==> src/rtl/core_pkg.sv <==
// Shared types and constants for the 9-bit-instruction core.
package core_pkg;

  localparam int unsigned INSTR_W = 9;

  localparam logic [2:0] OP_ADDI = 3'b001;
  localparam logic [2:0] OP_BR   = 3'b010;
  localparam logic [2:0] OP_MEM  = 3'b011;

  typedef enum logic [1:0] {
    ST_IDLE = 2'd0,
    ST_LOAD = 2'd1,
    ST_RUN  = 2'd2,
    ST_HALT = 2'd3
  } fsm_state_t;

endpackage : core_pkg

==> src/rtl/next_pc_calc.sv <==
// Combinational next-PC adder with program-range check.
// The sum is formed signed, two bits wider than the PC, so that both
// backward underflow and forward overflow are visible to the range check.
module next_pc_calc #(
  parameter int PC_W       = 10,
  parameter int PROG_DEPTH = 1024
) (
  input  logic [PC_W-1:0] pc,
  input  logic            branch_sel,
  input  logic [7:0]      branch_offset,
  output logic [PC_W-1:0] target,
  output logic            out_of_range
);

  localparam int SUM_W = PC_W + 2;
  localparam logic signed [SUM_W-1:0] DEPTH_S = SUM_W'(PROG_DEPTH);
  localparam logic signed [SUM_W-1:0] ONE_S   = SUM_W'(1);

  logic signed [SUM_W-1:0] pc_ext_s;
  logic signed [SUM_W-1:0] off_ext_s;
  logic signed [SUM_W-1:0] sum_s;

  // Widen operands, add, and flag any target outside [0, PROG_DEPTH).
  always_comb begin
    pc_ext_s = {2'b00, pc};
    if (branch_sel) begin
      off_ext_s = {{(SUM_W-8){branch_offset[7]}}, branch_offset};
    end else begin
      off_ext_s = '0;
    end
    sum_s        = pc_ext_s + ONE_S + off_ext_s;
    target       = sum_s[PC_W-1:0];
    out_of_range = sum_s[SUM_W-1] | (sum_s >= DEPTH_S);
  end

endmodule : next_pc_calc

==> src/rtl/fetch_sequencer.sv <==
// Instruction-fetch / program-counter sequencer: launches a program from one
// of four start addresses, steps or branches the PC each RUN cycle, halts on
// the terminate op or an out-of-range target, and counts RUN cycles.
module fetch_sequencer
  import core_pkg::*;
#(
  parameter int PC_W       = 10,
  parameter int PROG_DEPTH = 1024,
  parameter int START0     = 0,
  parameter int START1     = 256,
  parameter int START2     = 512,
  parameter int START3     = 768,
  parameter int CNT_W      = 16
) (
  input  logic               clk,
  input  logic               rst_n,
  input  logic               start,
  input  logic [1:0]         prog_sel,
  input  logic               next_branch_selector,
  input  logic [7:0]         branch_offset,
  input  logic               done,
  input  logic [INSTR_W-1:0] instr_in,
  output logic [PC_W-1:0]    pc,
  output logic [INSTR_W-1:0] instr_out,
  output logic               exec_en,
  output logic               halted,
  output logic               fault,
  output logic [CNT_W-1:0]   cycle_count
);

  fsm_state_t       state_q, state_d;
  logic [PC_W-1:0]  pc_q, pc_d;
  logic             halted_q, halted_d;
  logic             fault_q, fault_d;
  logic [CNT_W-1:0] cnt_q, cnt_d;
  logic             exec_en_q, exec_en_d;

  logic [PC_W-1:0]  start_addr_s;
  logic [PC_W-1:0]  target_s;
  logic             out_of_range_s;
  logic [CNT_W-1:0] cnt_inc_s;

  next_pc_calc #(
    .PC_W       (PC_W),
    .PROG_DEPTH (PROG_DEPTH)
  ) u_next_pc_calc (
    .pc            (pc_q),
    .branch_sel    (next_branch_selector),
    .branch_offset (branch_offset),
    .target        (target_s),
    .out_of_range  (out_of_range_s)
  );

  // Launch address for the selected program.
  always_comb begin
    case (prog_sel)
      2'd0:    start_addr_s = PC_W'(START0);
      2'd1:    start_addr_s = PC_W'(START1);
      2'd2:    start_addr_s = PC_W'(START2);
      2'd3:    start_addr_s = PC_W'(START3);
      default: start_addr_s = PC_W'(START0);
    endcase
  end

  // Saturating increment of the RUN-cycle counter.
  always_comb begin
    if (cnt_q == {CNT_W{1'b1}}) begin
      cnt_inc_s = cnt_q;
    end else begin
      cnt_inc_s = cnt_q + CNT_W'(1);
    end
  end

  // Next-state and next-PC logic; priority in RUN is abort, done, fault, step.
  always_comb begin
    state_d  = state_q;
    pc_d     = pc_q;
    halted_d = halted_q;
    fault_d  = fault_q;
    cnt_d    = cnt_q;
    case (state_q)
      ST_IDLE: begin
        if (start) begin
          state_d = ST_LOAD;
        end else begin
          state_d = ST_IDLE;
        end
      end
      ST_LOAD: begin
        pc_d     = start_addr_s;
        halted_d = 1'b0;
        fault_d  = 1'b0;
        cnt_d    = '0;
        if (start) begin
          state_d = ST_LOAD;
        end else begin
          state_d = ST_RUN;
        end
      end
      ST_RUN: begin
        cnt_d = cnt_inc_s;
        if (start) begin
          state_d = ST_LOAD;
        end else if (done) begin
          state_d  = ST_HALT;
          halted_d = 1'b1;
        end else if (out_of_range_s) begin
          state_d  = ST_HALT;
          halted_d = 1'b1;
          fault_d  = 1'b1;
        end else begin
          pc_d = target_s;
        end
      end
      ST_HALT: begin
        if (start) begin
          state_d = ST_LOAD;
        end else begin
          state_d = ST_HALT;
        end
      end
      default: begin
        state_d = ST_IDLE;
      end
    endcase
    exec_en_d = (state_d == ST_RUN);
  end

  // State and datapath registers, cleared asynchronously.
  always_ff @(posedge clk or negedge rst_n) begin
    if (!rst_n) begin
      state_q   <= ST_IDLE;
      pc_q      <= '0;
      halted_q  <= 1'b0;
      fault_q   <= 1'b0;
      cnt_q     <= '0;
      exec_en_q <= 1'b0;
    end else begin
      state_q   <= state_d;
      pc_q      <= pc_d;
      halted_q  <= halted_d;
      fault_q   <= fault_d;
      cnt_q     <= cnt_d;
      exec_en_q <= exec_en_d;
    end
  end

  // Pass the ROM word through only once a program is executing or halted,
  // so the decoder never sees a live opcode while idle or loading.
  always_comb begin
    if ((state_q == ST_RUN) || (state_q == ST_HALT)) begin
      instr_out = instr_in;
    end else begin
      instr_out = '0;
    end
  end

  assign pc          = pc_q;
  assign exec_en     = exec_en_q;
  assign halted      = halted_q;
  assign fault       = fault_q;
  assign cycle_count = cnt_q;

endmodule : fetch_sequencer
==> config.mk <==
export PLATFORM = sky130hd
export DESIGN_NAME = fetch_sequencer
export DESIGN_NICKNAME = d
export VERILOG_FILES = /design/src/rtl/core_pkg.sv /design/src/rtl/next_pc_calc.sv /design/src/rtl/fetch_sequencer.sv
export SDC_FILE = /design/constraint.sdc
export NUM_CORES = 1
export LEC_CHECK = 0
export ABC_AREA = 1
export CORE_MARGIN = 2
export CORE_UTILIZATION = 30
export DETAILED_ROUTE_END_ITERATION = 8
export DONT_BUFFER_PORTS = 1
export SKIP_CTS_REPAIR_TIMING = 1
export SLEW_MARGIN = 20
export SYNTH_ARGS = -nofsm -noshare
export SYNTH_HDL_FRONTEND = slang
export SYNTH_SLANG_ARGS = --single-unit
==> constraint.sdc <==
create_clock -name clk -period 5.4 [get_ports clk]
set_clock_uncertainty 0.15 [all_clocks]
set_input_delay 0.54 -clock clk [delete_from_list [all_inputs] [get_ports clk]]
set_output_delay 0.54 -clock clk [all_outputs]
set_load 0.005 [all_outputs]
==> summary.txt <==
Routing
  – Final ANT Viol Nets: 0
  – WL/cell: 12.8 µm
  – Total Routed Length: 6150 µm
  – DRC viols: 0
  – Drt pass-1 iters: 4
  – Initial DRC Count: 126
  – Via count: 2343
  – Vias per cell: 4.88

Clock tree
  – Clk buf depth: 2
  – CTS Root Cell: clkbuf_8
  – Clock Latency Late Sink: 0.28 ns
  – Sink Count: 31
  – CTS tree: done
  – Clock Pin Slew Worst Setup and Hold Paths: 0.07 ns
  – H-tree levels: 2
  – CTS buffer count: 5

Finish
  – Multi-input gate area: 0.00144 mm²
  – Design area: 0.00273 mm²
  – Area delta synth->final: 9.86%
  – Register area: 776 µm²
  – Share of cells above drive strength 1: 0.0800
  – Final nets: 412
  – # fillers: 869
  – ANT cells: 0

Synth
  – Post-synthesis register bit count: 31
  – Mapped Area: 0.00249 mm²
  – Main flop type after synthesis: dfrtp_1
  – Syn avg cell area: 6.72 µm²
  – EDFF count, synth: 0
  – Post-Synth Simple-Gate Area: 0.374
  – Adder-cell share of the synthesized area: 0.0735
  – Unique masters post-synth: 30
  – XOR/XNOR Fraction of Synth Area: 0.0493
  – Mux share of post-synthesis cell area: 0
  – Synth warn: 0
  – Sequential share of the synthesized area: 0.312
  – Compound-cell area share of the yosys netlist: 0.0840
  – Synthesized net count: 408
  – Fraction of registers with async set/reset: 1.00
  – Synth Instances: 370
  – Largest family of logic cells by synthesized area: simple AND/OR/NAND/NOR gates

Run
  – Maxcap violations: 0

Timing
  – Final Cycle Share: 0.588
  – Slew headroom: 0.715
  – Hold Worst Slack: 0.184 ns
  – Fin crit period: 3.18 ns
  – Tightest Pin Transition: 0.423 ns
  – Worst setup margin: 2.22 ns
  – Number of setup violations in the final report: 0
  – RSZ-0062 raised after global routing: no
  – Setup tns final: 0 ns
  – Endpoints failing hold: 0
  – Achievable Freq: 315 MHz
  – Slew Viols, Final: 0

Die
  – Row cnt: 33
  – Die area: 0.00903 mm²
  – Initial Util: 0.306
  – Horiz. Die Dim: 95.0 µm
  – Core ar.: 0.00813 mm²
  – Die Ht: 95.0 µm
  – I/O Pins: 62

Global routing
  – Largest net degree at the start of global routing: 32
  – Vias in the first global route: 2234
  – Antenna violations before repair: 0
  – GR Overflow Total: 0
  – First-pass GRT wire length: 10000 µm
  – Total track usage: 0.141

Worst setup path
  – Crit. path cell count: 17
  – Largest fanout on the critical path: 13
  – Worst Path Required: 5.47 ns
  – FF-to-FF path depth: 17
  – Most frequent CP cell: nand2_1
  – CP bufs+invs: 1
  – Startpoint types: flip-flop
  – Worst Path Arrival: 3.24 ns
  – Critical path type: reg -> reg
  – Family with the most delay on the worst path: simple AND/OR/NAND/NOR gates
  – Slowest cell on the critical path: dfrtp_1
  – CP cell instances: ha_1 > nand3_1 > nor2_1 > nand4_1 > xor2_1 > inv_1 > ha_1 > nand2_1 > nor2_1 > nand3_1 > nand3_1 > nand2_1 > nand2_1 > nand3_2 > nand2_2 > nand2_1 > nand2_1
  – Critical path capture point type: flip-flop
  – Crit-path max cell delay: 0.45 ns

Place
  – DP HPWL: 4860 µm
  – Worst slack, placed: 2.26 ns
  – Placer Congestion: 0.909
  – Input/output buffers: 0
  – DP Area: 0.00258 mm²

Hold path
  – Min-Delay Path Depth: 1
  – Worst hold path class: in -> reg

Power
  – P per Cell Area: 226 mW/mm²
  – Power Total: 0.617 mW
  – Pleak: 1.40 nW
  – Peak supply drop: 0.109 mV

Status
  – Outcome: finished, final reports clean
## where the power goes
part / internal [mW] / switching (mW)
registers: 0.246 / 0.0212
logic: 0.0392 / 0.0720
clock network: 0.149 / 0.0893
## state kept, by name (all words and copies together), names as in the netlist
| register | count |
|---|---|
| cycle_count | 16 |
| exec_en | 1 |
| halted | 1 |
| pc | 10 |
| state_q | 2 |
| fault | 1 |
## synth_stat cells (6+ instances only)
cell type | number | area [µm²]
nand2_1 | 104 | 390
inv_1 | 59 | 221
nand3_1 | 39 | 195
dfrtp_1 | 31 | 776
nor2_1 | 30 | 113
a21oi_1 | 15 | 75.1
ha_1 | 13 | 163
o21ai_0 | 13 | 65.1
xor2_1 | 12 | 105
nand4_1 | 7 | 43.8
nor3_1 | 7 | 35.0
o21ai_1 | 6 | 30.0
## per-stage QoR
| stage | utilization | std cells |
|---|---|---|
| after floorplan | - | 370 |
| after global placement | 0.318 | 470 |
| after detailed placement | 0.318 | 470 |
| after CTS | 0.332 | 478 |
| after global routing | 0.336 | 480 |
| final | 0.336 | 480 |
## cell families (layout without fill, tap and decap cells)
family,after synthesis,count (layout)
and+or+nand+nor,205,205
buffers and inverters,67,72
AOI/OAI and AO/OA,39,39
DFF,31,31
adders and majority gates,14,14
xor gates and xnor gates,14,14
## path summary, 6_finish.rpt
check,from,end,slack (ns)
max,pc[0]$_DFFE_PN0P_,pc[9]$_DFFE_PN0P_,2.22
min,start,state_q[1]$_DFF_PN0_,0.18
max reg2reg,pc[0]$_DFFE_PN0P_,pc[9]$_DFFE_PN0P_,2.22
min reg2reg,halted$_DFFE_PN0P_,halted$_DFFE_PN0P_,0.39
max in group asynchronous,rst_n,state_q[0]$_DFF_PN0_,4.38
min in group asynchronous,rst_n,cycle_count[12]$_DFFE_PN0P_,0.55
## worst reg2reg max path, delay by kind of cell (launching register included)
kind	cells	cell delay (ns)
XOR/XNOR	1	0.17
adder cells (fa/ha/maj)	2	0.58
buffers and inverters	1	0.06
flip-flops	1	0.45
AND/OR/NAND/NOR	13	1.70
## layout make-up
type,instances,area share
clock buffers,6,0.0302
inverters,62,0.0852
multi-input cells,272,0.529
clock inverters,2,0.0128
flip-flops and latches,31,0.284
well taps,105,0.0481
repair buffers,2,0.0110
## per-layer routing
metal	track usage	part of all wire	vias to the layer above
met5	0	0	-
met4	0.0435	0.015	0
met3	0.0561	0.10	9
met2	0.225	0.44	87
met1	0.176	0.44	1055
li1	-	-	1192
## layout by cell type, fill, tap and decap left out, types with 6 or more instances in the layout
master and n:
o21ai_0 13, o21ai_1 6, a21oi_1 15, xor2_1 12, clkbuf_8 6, nand4_1 7, ha_1 13, nand2_1 104
nor2_1 30, nor3_1 7, inv_1 59, dfrtp_1 31, nand3_1 39
(Power assumes the default switching activity.)
